<file path="src/rtl/imem_loader.sv">
// Byte-stream programmer for the instruction memory write port.
// Parses framed load commands and emits one registered byte write per accepted data byte.
module imem_loader #(
  parameter int         MEM_BYTES = 1024,
  parameter logic [7:0] CMD_LOAD  = 8'h01
) (
  input  logic        clk_i,
  input  logic        rst_i,
  input  logic        s_valid_i,
  input  logic [7:0]  s_data_i,
  output logic        s_ready_o,
  output logic        we_o,
  output logic [63:0] waddr_o,
  output logic [7:0]  wdata_o,
  output logic        busy_o,
  output logic        done_o,
  output logic        err_o
);

  typedef enum logic [2:0] {
    ST_IDLE, ST_B0, ST_B1, ST_L0, ST_L1, ST_DATA, ST_CSUM, ST_REPORT
  } state_e;

  localparam logic [16:0] MEM_LIMIT = 17'(MEM_BYTES);

  state_e      state_q, state_d;
  logic [15:0] base_q, base_d;
  logic [7:0]  len_lo_q, len_lo_d;
  logic [15:0] rem_q, rem_d;
  logic [15:0] idx_q, idx_d;
  logic [7:0]  sum_q, sum_d;
  logic        range_bad_q, range_bad_d;
  logic        csum_bad_q, csum_bad_d;
  logic        we_q, we_d;
  logic [63:0] waddr_q, waddr_d;
  logic [7:0]  wdata_q, wdata_d;

  logic        accept;
  logic [15:0] len_full;
  logic [16:0] frame_end;

  assign s_ready_o = (state_q != ST_REPORT);
  assign busy_o    = (state_q != ST_IDLE);
  assign done_o    = (state_q == ST_REPORT);
  assign err_o     = (state_q == ST_REPORT) & (range_bad_q | csum_bad_q);

  assign accept    = s_valid_i & s_ready_o;
  assign len_full  = {s_data_i, len_lo_q};
  // 17-bit sum so a frame running past the top of a 16-bit base cannot wrap into range.
  assign frame_end = {1'b0, base_q} + {1'b0, len_full};

  always_comb begin
    // NOTE: every next-state variable gets a default first so no path leaves it unassigned and infers a latch.
    state_d     = state_q;
    base_d      = base_q;
    len_lo_d    = len_lo_q;
    rem_d       = rem_q;
    idx_d       = idx_q;
    sum_d       = sum_q;
    range_bad_d = range_bad_q;
    csum_bad_d  = csum_bad_q;
    we_d        = 1'b0;
    waddr_d     = waddr_q;
    wdata_d     = wdata_q;

    unique case (state_q)
      ST_IDLE: begin
        if (accept && s_data_i == CMD_LOAD) begin
          state_d     = ST_B0;
          sum_d       = 8'd0;
          range_bad_d = 1'b0;
          csum_bad_d  = 1'b0;
        end
      end
      ST_B0: begin
        if (accept) begin
          base_d  = {base_q[15:8], s_data_i};
          sum_d   = sum_q + s_data_i;
          state_d = ST_B1;
        end
      end
      ST_B1: begin
        if (accept) begin
          base_d  = {s_data_i, base_q[7:0]};
          sum_d   = sum_q + s_data_i;
          state_d = ST_L0;
        end
      end
      ST_L0: begin
        if (accept) begin
          len_lo_d = s_data_i;
          sum_d    = sum_q + s_data_i;
          state_d  = ST_L1;
        end
      end
      ST_L1: begin
        if (accept) begin
          sum_d       = sum_q + s_data_i;
          rem_d       = len_full;
          idx_d       = 16'd0;
          range_bad_d = (frame_end > MEM_LIMIT);
          state_d     = (len_full == 16'd0) ? ST_CSUM : ST_DATA;
        end
      end
      ST_DATA: begin
        if (accept) begin
          // Out-of-range frames still drain their data bytes, just without writing.
          we_d    = ~range_bad_q;
          waddr_d = 64'(base_q) + 64'(idx_q);
          wdata_d = s_data_i;
          sum_d   = sum_q + s_data_i;
          idx_d   = idx_q + 16'd1;
          rem_d   = rem_q - 16'd1;
          if (rem_q == 16'd1) state_d = ST_CSUM;
        end
      end
      ST_CSUM: begin
        if (accept) begin
          csum_bad_d = (s_data_i != sum_q);
          state_d    = ST_REPORT;
        end
      end
      ST_REPORT: state_d = ST_IDLE;
      default:   state_d = ST_IDLE;
    endcase
  end

  always_ff @(posedge clk_i) begin
    // NOTE: sequential state uses non-blocking assignment so every register samples pre-edge values.
    if (rst_i) begin
      state_q     <= ST_IDLE;
      base_q      <= '0;
      len_lo_q    <= '0;
      rem_q       <= '0;
      idx_q       <= '0;
      sum_q       <= '0;
      range_bad_q <= 1'b0;
      csum_bad_q  <= 1'b0;
      we_q        <= 1'b0;
      waddr_q     <= '0;
      wdata_q     <= '0;
    end else begin
      state_q     <= state_d;
      base_q      <= base_d;
      len_lo_q    <= len_lo_d;
      rem_q       <= rem_d;
      idx_q       <= idx_d;
      sum_q       <= sum_d;
      range_bad_q <= range_bad_d;
      csum_bad_q  <= csum_bad_d;
      we_q        <= we_d;
      waddr_q     <= waddr_d;
      wdata_q     <= wdata_d;
    end
  end

  assign we_o    = we_q;
  assign waddr_o = waddr_q;
  assign wdata_o = wdata_q;

endmodule
</file>
<file path="config.mk">
export PLATFORM = sky130hd
export DESIGN_NAME = imem_loader
export DESIGN_NICKNAME = d
export VERILOG_FILES = /design/src/rtl/imem_loader.sv
export SDC_FILE = /design/constraint.sdc
export NUM_CORES = 1
export LEC_CHECK = 0
export ABC_AREA = 1
export CORE_MARGIN = 2
export CORE_UTILIZATION = 55
export CTS_CLUSTER_SIZE = 24
export DETAILED_ROUTE_END_ITERATION = 7
export DONT_BUFFER_PORTS = 1
export HOLD_SLACK_MARGIN = 0.03
export MAX_ROUTING_LAYER = met4
export PLACE_DENSITY = 0.7
export SLEW_MARGIN = 10
export SYNTH_ARGS = -nofsm -noshare
export SYNTH_HDL_FRONTEND = slang
export SYNTH_SLANG_ARGS = --single-unit
</file>
<file path="constraint.sdc">
create_clock -name clk_i -period 2.5 [get_ports clk_i]
set_input_delay 0.625 -clock clk_i [delete_from_list [all_inputs] [get_ports clk_i]]
set_output_delay 0.625 -clock clk_i [all_outputs]
set_load 0.01 [all_outputs]
</file>
==> results of run 1 <==
[through the flow]
step | setup WS (ns) | instance area [sq um] | hold WS, ns
detailed placement | 0.2078 | 6421 | 0.4574
floorplan | 0.3452 | 6573 | 0.4137
finish | 0.1467 | 6716 | 0.3387
global route | 0.002386 | 6716 | 0.3261
CTS | 0.1716 | 6716 | 0.3253
global placement | 0.2378 | 6421 | 0.4541
[layout by cell type (no fill, tap or decap), drive strengths merged, types with 4 or more instances in the layout]
cell | synthesis | final
nand3 | 46 | 46
xor2 | 15 | 15
nor3 | 11 | 11
nand4 | 14 | 14
a31oi | 7 | 7
dfxtp | 95 | 95
ha | 42 | 42
nor2 | 105 | 105
a21oi | 101 | 101
o21a | 5 | 5
o21ai | 83 | 83
nand2 | 190 | 190
buf | 51 | 12
o21bai | 9 | 9
inv | 125 | 127
o211ai | 10 | 10
clkbuf | 16 | 11
conb | 1 | 47
xnor2 | 4 | 4
[power by group]
group	internal, mW	leakage, nW	switching, mW
clock network	0.803	0.146	0.617
logic	0.0611	2.43	0.163
registers	1.52	0.765	0.0140
[state kept, by name, summed over array words and instances, names as in the netlist]
name,cells
range_bad_q,1
rem_q,16
idx_q,16
csum_bad_q,1
we_o,1
wdata_o,8
len_lo_q,8
sum_q,8
base_q,16
state_q,3
waddr_o,17
[how the worst min path moves through the flow]
| stage | slack (ns) | to |
|---|---|---|
| 3_3_place_gp | 0.45 | sum_q[6] |
| 4_1_cts | 0.33 | base_q[2] |
| 6_report | 0.34 | base_q[6] |
| 3_5_place_dp | 0.46 | sum_q[6] |
| 5_1_grt | 0.33 | base_q[6] |
| 2_1_floorplan | 0.41 | we_o |
[area by class of cell]
| type | instances | area [sq um] |
|---|---|---|
| Tap cell | 143 | 178.9 |
| Inverter | 126 | 473.0 |
| Fill cell | 1127 | 4653 |
| Clock buffer | 11 | 242.7 |
| Sequential cell | 95 | 1902 |
| Clock inverter | 4 | 52.55 |
| Timing Repair Buffer | 12 | 102.6 |
| Multi-Input combinational cell | 712 | 3765 |
[worst max-delay path: stages (launching register included)]
cell and delay, ns:
dfxtp_1 0.55, nand2_1 0.15, nor2_1 0.30, inv_1 0.16, nor2_1 0.21
[logic make-up (layout without fill, tap and decap cells)]
family | count (synthesis) | count (layout) | share of synthesized area, %
and+or+nand+nor | 377 | 377 | 25.32
AOI/OAI and AO/OA | 224 | 224 | 19.00
buffers and inverters | 193 | 153 | 14.15
DFF | 95 | 95 | 29.72
adders and majority gates | 45 | 45 | 9.150
xor gates and xnor gates | 19 | 19 | 2.600
other | 1 | 47 | 0.05859
[routing by layer]
layer	GRT usage [%]	vias up	wire length (um)
met5	-	-	0
met3	4.300	15	1205
li1	-	3058	-
met2	40.16	180	7042
met1	38.63	2649	7896
met4	8.395	0	253
==> results.md, run 1 <==
* Root Buffer: clkbuf_16
* Most common cell in the netlist: nand2_1
* Sequential fraction of the synthesis area at 29.72%
* Max-cap violation count at 0
* Yosys top cell area share at 29.72%
* Gr ovfl total at 0
* CTS tree: built
* Later-pin clock latency in the skew report at 0.36 ns
* Remaining antenna violation count at 0
* # IOs at 88
* Final setup vio count at 0
* Util after Layout at between 50% and 60%
* Outcome: finished clean
* Num CTS Buffers at 9
* Site row count at 39
* 1st-iter DRT viols at about 390
* Number of enable flip-flop cells after synthesis at 0
* Pwr Density at 473.5 mW/mm^2
* Vias in the first global route at around 5.3k
* Tot GR Track Use at 27.31%
* Fmax at roughly 420 MHz
* Die H at between 100 and 150 um
* Routed wire per std cell at roughly 15 um
* NumNets Final at slightly above 1k
* Async SR Flop Fraction at 0%
* Ys Warns at 0
* RR Startpoint: idx_q[0]
* Initial antenna violation count at 0
* Via count at approximately 5.9k
* Worst R2R Setup Slack at roughly 0.23 ns
* Starting Density at a little under three fifths
* Slew Limit Fails at 0
* Remaining DRCs at 0
* HP Start: rst_i
* Post-synthesis cell type count at 39
* DP HPWL at around 12000 um
* WP data arrival at ~1.7 ns
* Post-placement cell count at about 1.1k
* Synthesized area at around 0.0064 sq mm
* WS Path Type: reg2out
* Clock transition at the registers of the reported paths at approximately 0.070 ns
* Top post-synthesis cells by count: 187 x nand2_1, 122 x inv_1, 101 x a21oi_1, 99 x nor2_1, 95 x dfxtp_1
* DRT Wirelength at approximately 16000 um
* Synth Flop Type: dfxtp_1
* Setup_tns at 0 ns
* Worst VDD drop at 433.2 uV
* Syn_area_per_cell at between 6 and 7 sq um
* CP startpoint: state_q[0]
* Cell taking the most area after synthesis: dfxtp_1
* Final hold violations at 0
* Setup crit end kind: output port
* First-pass detailed-route iteration total at 5
* Worst slew margin at between 60% and 70%
* Overall power at approximately 3.2 mW
* Layout cells sized above 1 at under 10%
* CP endpoint: err_o
* Layout Skew at 0.005607 ns
* Vias/cell at ~5.4
* TritonCTS Sinks at 95
* Worst reg2reg path depth at 12
* Max FO, Critical Path at 8
* Postcts setup bufs at 0
* Gpl congestion at just under 1
* Antenna diodes at 0
* Slew @ Worst Pin at between 0.5 and 0.6 ns
* Hold Path Depth at 1
* P&R area growth vs syn at 4.946%
* Post-synthesis instance total at 954
* Synth area leaders: dfxtp_1 30%, nand2_1 11%, ha_1 8.2%, a21oi_1 7.9%, inv_1 7.2%
* CTS Hold Bufs at 0
* Total die area at roughly 0.013 sq mm
* Type of the worst min-delay path: in2reg
* CP Launch Type: flop
* Unrepaired setup endpoints after global routing: false
* RR Endpoint: waddr_o[10]
* Leak Pwr at roughly 3.3 nW
* CTS max path bufs at 2
* FF+latch count, synth at 95
* Global-route wire length before repair at 26540 um
* IO Port Bufs at 0
* Die W at approximately 110 um
* Final Critical Period at about 2.4 ns
* Largest net degree at the start of global routing at 37
* CORE AREA at roughly 0.011 sq mm
* Final period util at approximately 94%
* H-tree depth at 3
* CTS resizes at 0
* CP required at 1.88 ns
* Layout Cells excl Fill at around 1.1k
Note: power is estimated with default switching activity, not from simulation.
==> run 2, diff against run 1 <==
--- a/config.mk
+++ b/config.mk
@@ -6,7 +6,7 @@
 export NUM_CORES = 1
 export LEC_CHECK = 0
 export ABC_AREA = 1
-export CORE_MARGIN = 2
+export CAP_MARGIN = 30
 export CORE_UTILIZATION = 55
 export CTS_CLUSTER_SIZE = 24
 export DETAILED_ROUTE_END_ITERATION = 7
==> run 2 against run 1 <==
Against the previous run:
- via count is 0.44% higher
- sequential cell count stayed put
- routed wire length hardly changed
- non-clock buffer count stayed put
- sequential power hardly changed
- core utilization is 0.22 points higher
- global-route usage is 2.6 points higher
- clock power is 6% higher
- combinational power hardly changed
- die area is 3.5% lower
- critical path type is now reg2reg
==> results.md, run 2 (same netlist as run 1, synthesis figures left out) <==
* Hold endpoint: base_q[1]
* Final period util at between 90% and 100%
* CP required at around 2.8 ns
* Routed wire per std cell at roughly 15 um
* Starting Density at ~56%
* Combinational Power Share at just under 7%
* Max-cap violation count at 0
* Layout Cells excl Fill at ~1.1k
* Site row count at 39
* # IOs at 88
* Initial antenna violation count at 0
* WP data arrival at between 2 and 3 ns
* Clock transition at the registers of the reported paths at 0.07 ns
* Final Critical Period at about 2.3 ns
* Gr ovfl total at 0
* Fmax at about 440 MHz
* Via count at a little under 6k
* Tot GR Track Use at between 20% and 30%
* Final setup vio count at 0
* First-pass detailed-route iteration total at 5
* Worst VDD drop at between 300 and 400 uV
* Num CTS Buffers at 9
* Setup crit end kind: flop
* Die W at about 110 um
* Global-route wire length before repair at 26610 um
* Root Buffer: clkbuf_16
* Sw Ratio at roughly a quarter
* Leak Pwr at ~3.3 nW
* Pre-CTS setup slack at between 0.15 and 0.2 ns
* Max reg flops at 17
* Total die area at ~0.012 sq mm
* Slew @ Worst Pin at 0.6006 ns
* TritonCTS Sinks at 95
* Most frequent cells in the layout: 187 x nand2_1, 122 x inv_1, 101 x a21oi_1
* Gpl congestion at about 0.94
* Clock Power Share at between 40% and 50%
* Worst R2R Setup Slack at ~0.24 ns
* CORE AREA at about 0.011 sq mm
* Unrepaired setup endpoints after global routing: false
* Remaining antenna violation count at 0
* NumNets Final at a little over 1k
* Vias in the first global route at 5225
* Pwr Density at about 480 mW/mm^2
* Die H at approximately 110 um
* Worst slew margin at about three fifths
* P&R area growth vs syn at 5.337%
* CTS tree: built
* Type of the worst min-delay path: in2reg
* Post-placement cell count at between 1k and 1.5k
* IO Port Bufs at 0
* 1st-iter DRT viols at around 390
* Vias/cell at 5.374
* Layout Skew at around 0.0074 ns
* DP HPWL at around 12000 um
* WS Path Type: reg2reg
* CP Launch Type: flop
* Antenna diodes at 0
* Later-pin clock latency in the skew report at roughly 0.35 ns
* Slew Limit Fails at 0
* Final hold violations at 0
* Setup_tns at 0 ns
* HP Start: rst_i
* Internal power at approximately 2.5 mW
* Layout cells sized above 1 at roughly 4.7%
* Sequential share of power at between 40% and 50%
* RR Endpoint: waddr_o[10]
* Max FO, Critical Path at 4
* Leading cell type in the layout, fill and taps excluded: nand2_1
* Largest net degree at the start of global routing at 37
* P_sw at about 0.80 mW
* Worst reg2reg path depth at 12
* CTS max path bufs at 2
* Outcome: finished clean
* DRT Wirelength at between 15000 and 20000 um
* Util after Layout at between 50% and 60%
* Setup WS post-layout at about 0.24 ns
* Hold Path Depth at 1
* Remaining DRCs at 0
* H-tree depth at 3
* RR Startpoint: idx_q[0]
run 2: worst max path at each step:
stage / slack (ns) / from / cells past startpoint / endpoint
2_1_floorplan: 0.35 / s_data_i[0] / 14 / sum_q[6]
3_3_place_gp: 0.23 / base_q[0] / 12 / waddr_o[10]
3_5_place_dp: 0.17 / idx_q[0] / 12 / waddr_o[10]
4_1_cts: 0.16 / idx_q[0] / 12 / waddr_o[10]
5_1_grt: 0.02 / idx_q[0] / 12 / waddr_o[10]
6_report: 0.24 / idx_q[0] / 12 / waddr_o[10]
run 2: critical path, stage by stage (launching register included):
cell and delay, ns:
dfxtp_1 0.38, ha_1 0.19, inv_1 0.05, fa_1 0.39
nand3b_1 0.18, nand2_1 0.11, a21oi_1 0.14, o21ai_2 0.17
inv_1 0.08, o21ai_0 0.20, xor2_1 0.09, o21ai_0 0.14
inv_1 0.05
run 2: through the flow:
| stage | hold WS [ns] | cell area (sq um) | power [mW] |
|---|---|---|---|
| 2_1_floorplan | 0.4137 | 6573 | 1.799 |
| 3_3_place_gp | 0.4515 | 6421 | 1.792 |
| 3_5_place_dp | 0.4541 | 6421 | 1.792 |
| 4_1_cts | 0.3301 | 6738 | 3.285 |
| 5_1_grt | 0.3353 | 6741 | 3.380 |
| 6_report | 0.3377 | 6741 | 3.264 |
run 2: layer usage:
layer	share of wire [%]	vias to the layer above	track usage (%)
met3	7.4	28	6.876
met4	2.7	0	11.90
met1	48	2629	40.32
met2	42	215	43.08
met5	0	-	-
li1	-	3056	-
run 2: layout make-up:
class,instances,area [sq um]
clock buffer,9,225.2
tap,143,178.9
timing repair buffer,12,102.6
clock inverter,6,91.34
sequential,95,1902
inverter,126,473.0
fill,1153,4628
multi-input combinational,712,3769
run 2: what timing repair did:
item | 4_1_cts | 5_1_grt
hold buffers | 0 | 0
gates resized for setup | 0 | 2
setup endpoints to repair | 0 | 1
buffers inserted | 0 | 0
run 2: power groups by stage:
stage / combinational, mW / sequential, mW / clock [mW]
2_1_floorplan: 0.238 / 1.56 / 0
3_3_place_gp: 0.222 / 1.57 / 0
3_5_place_dp: 0.222 / 1.57 / 0
4_1_cts: 0.222 / 1.54 / 1.53
5_1_grt: 0.258 / 1.54 / 1.59
6_report: 0.226 / 1.54 / 1.50
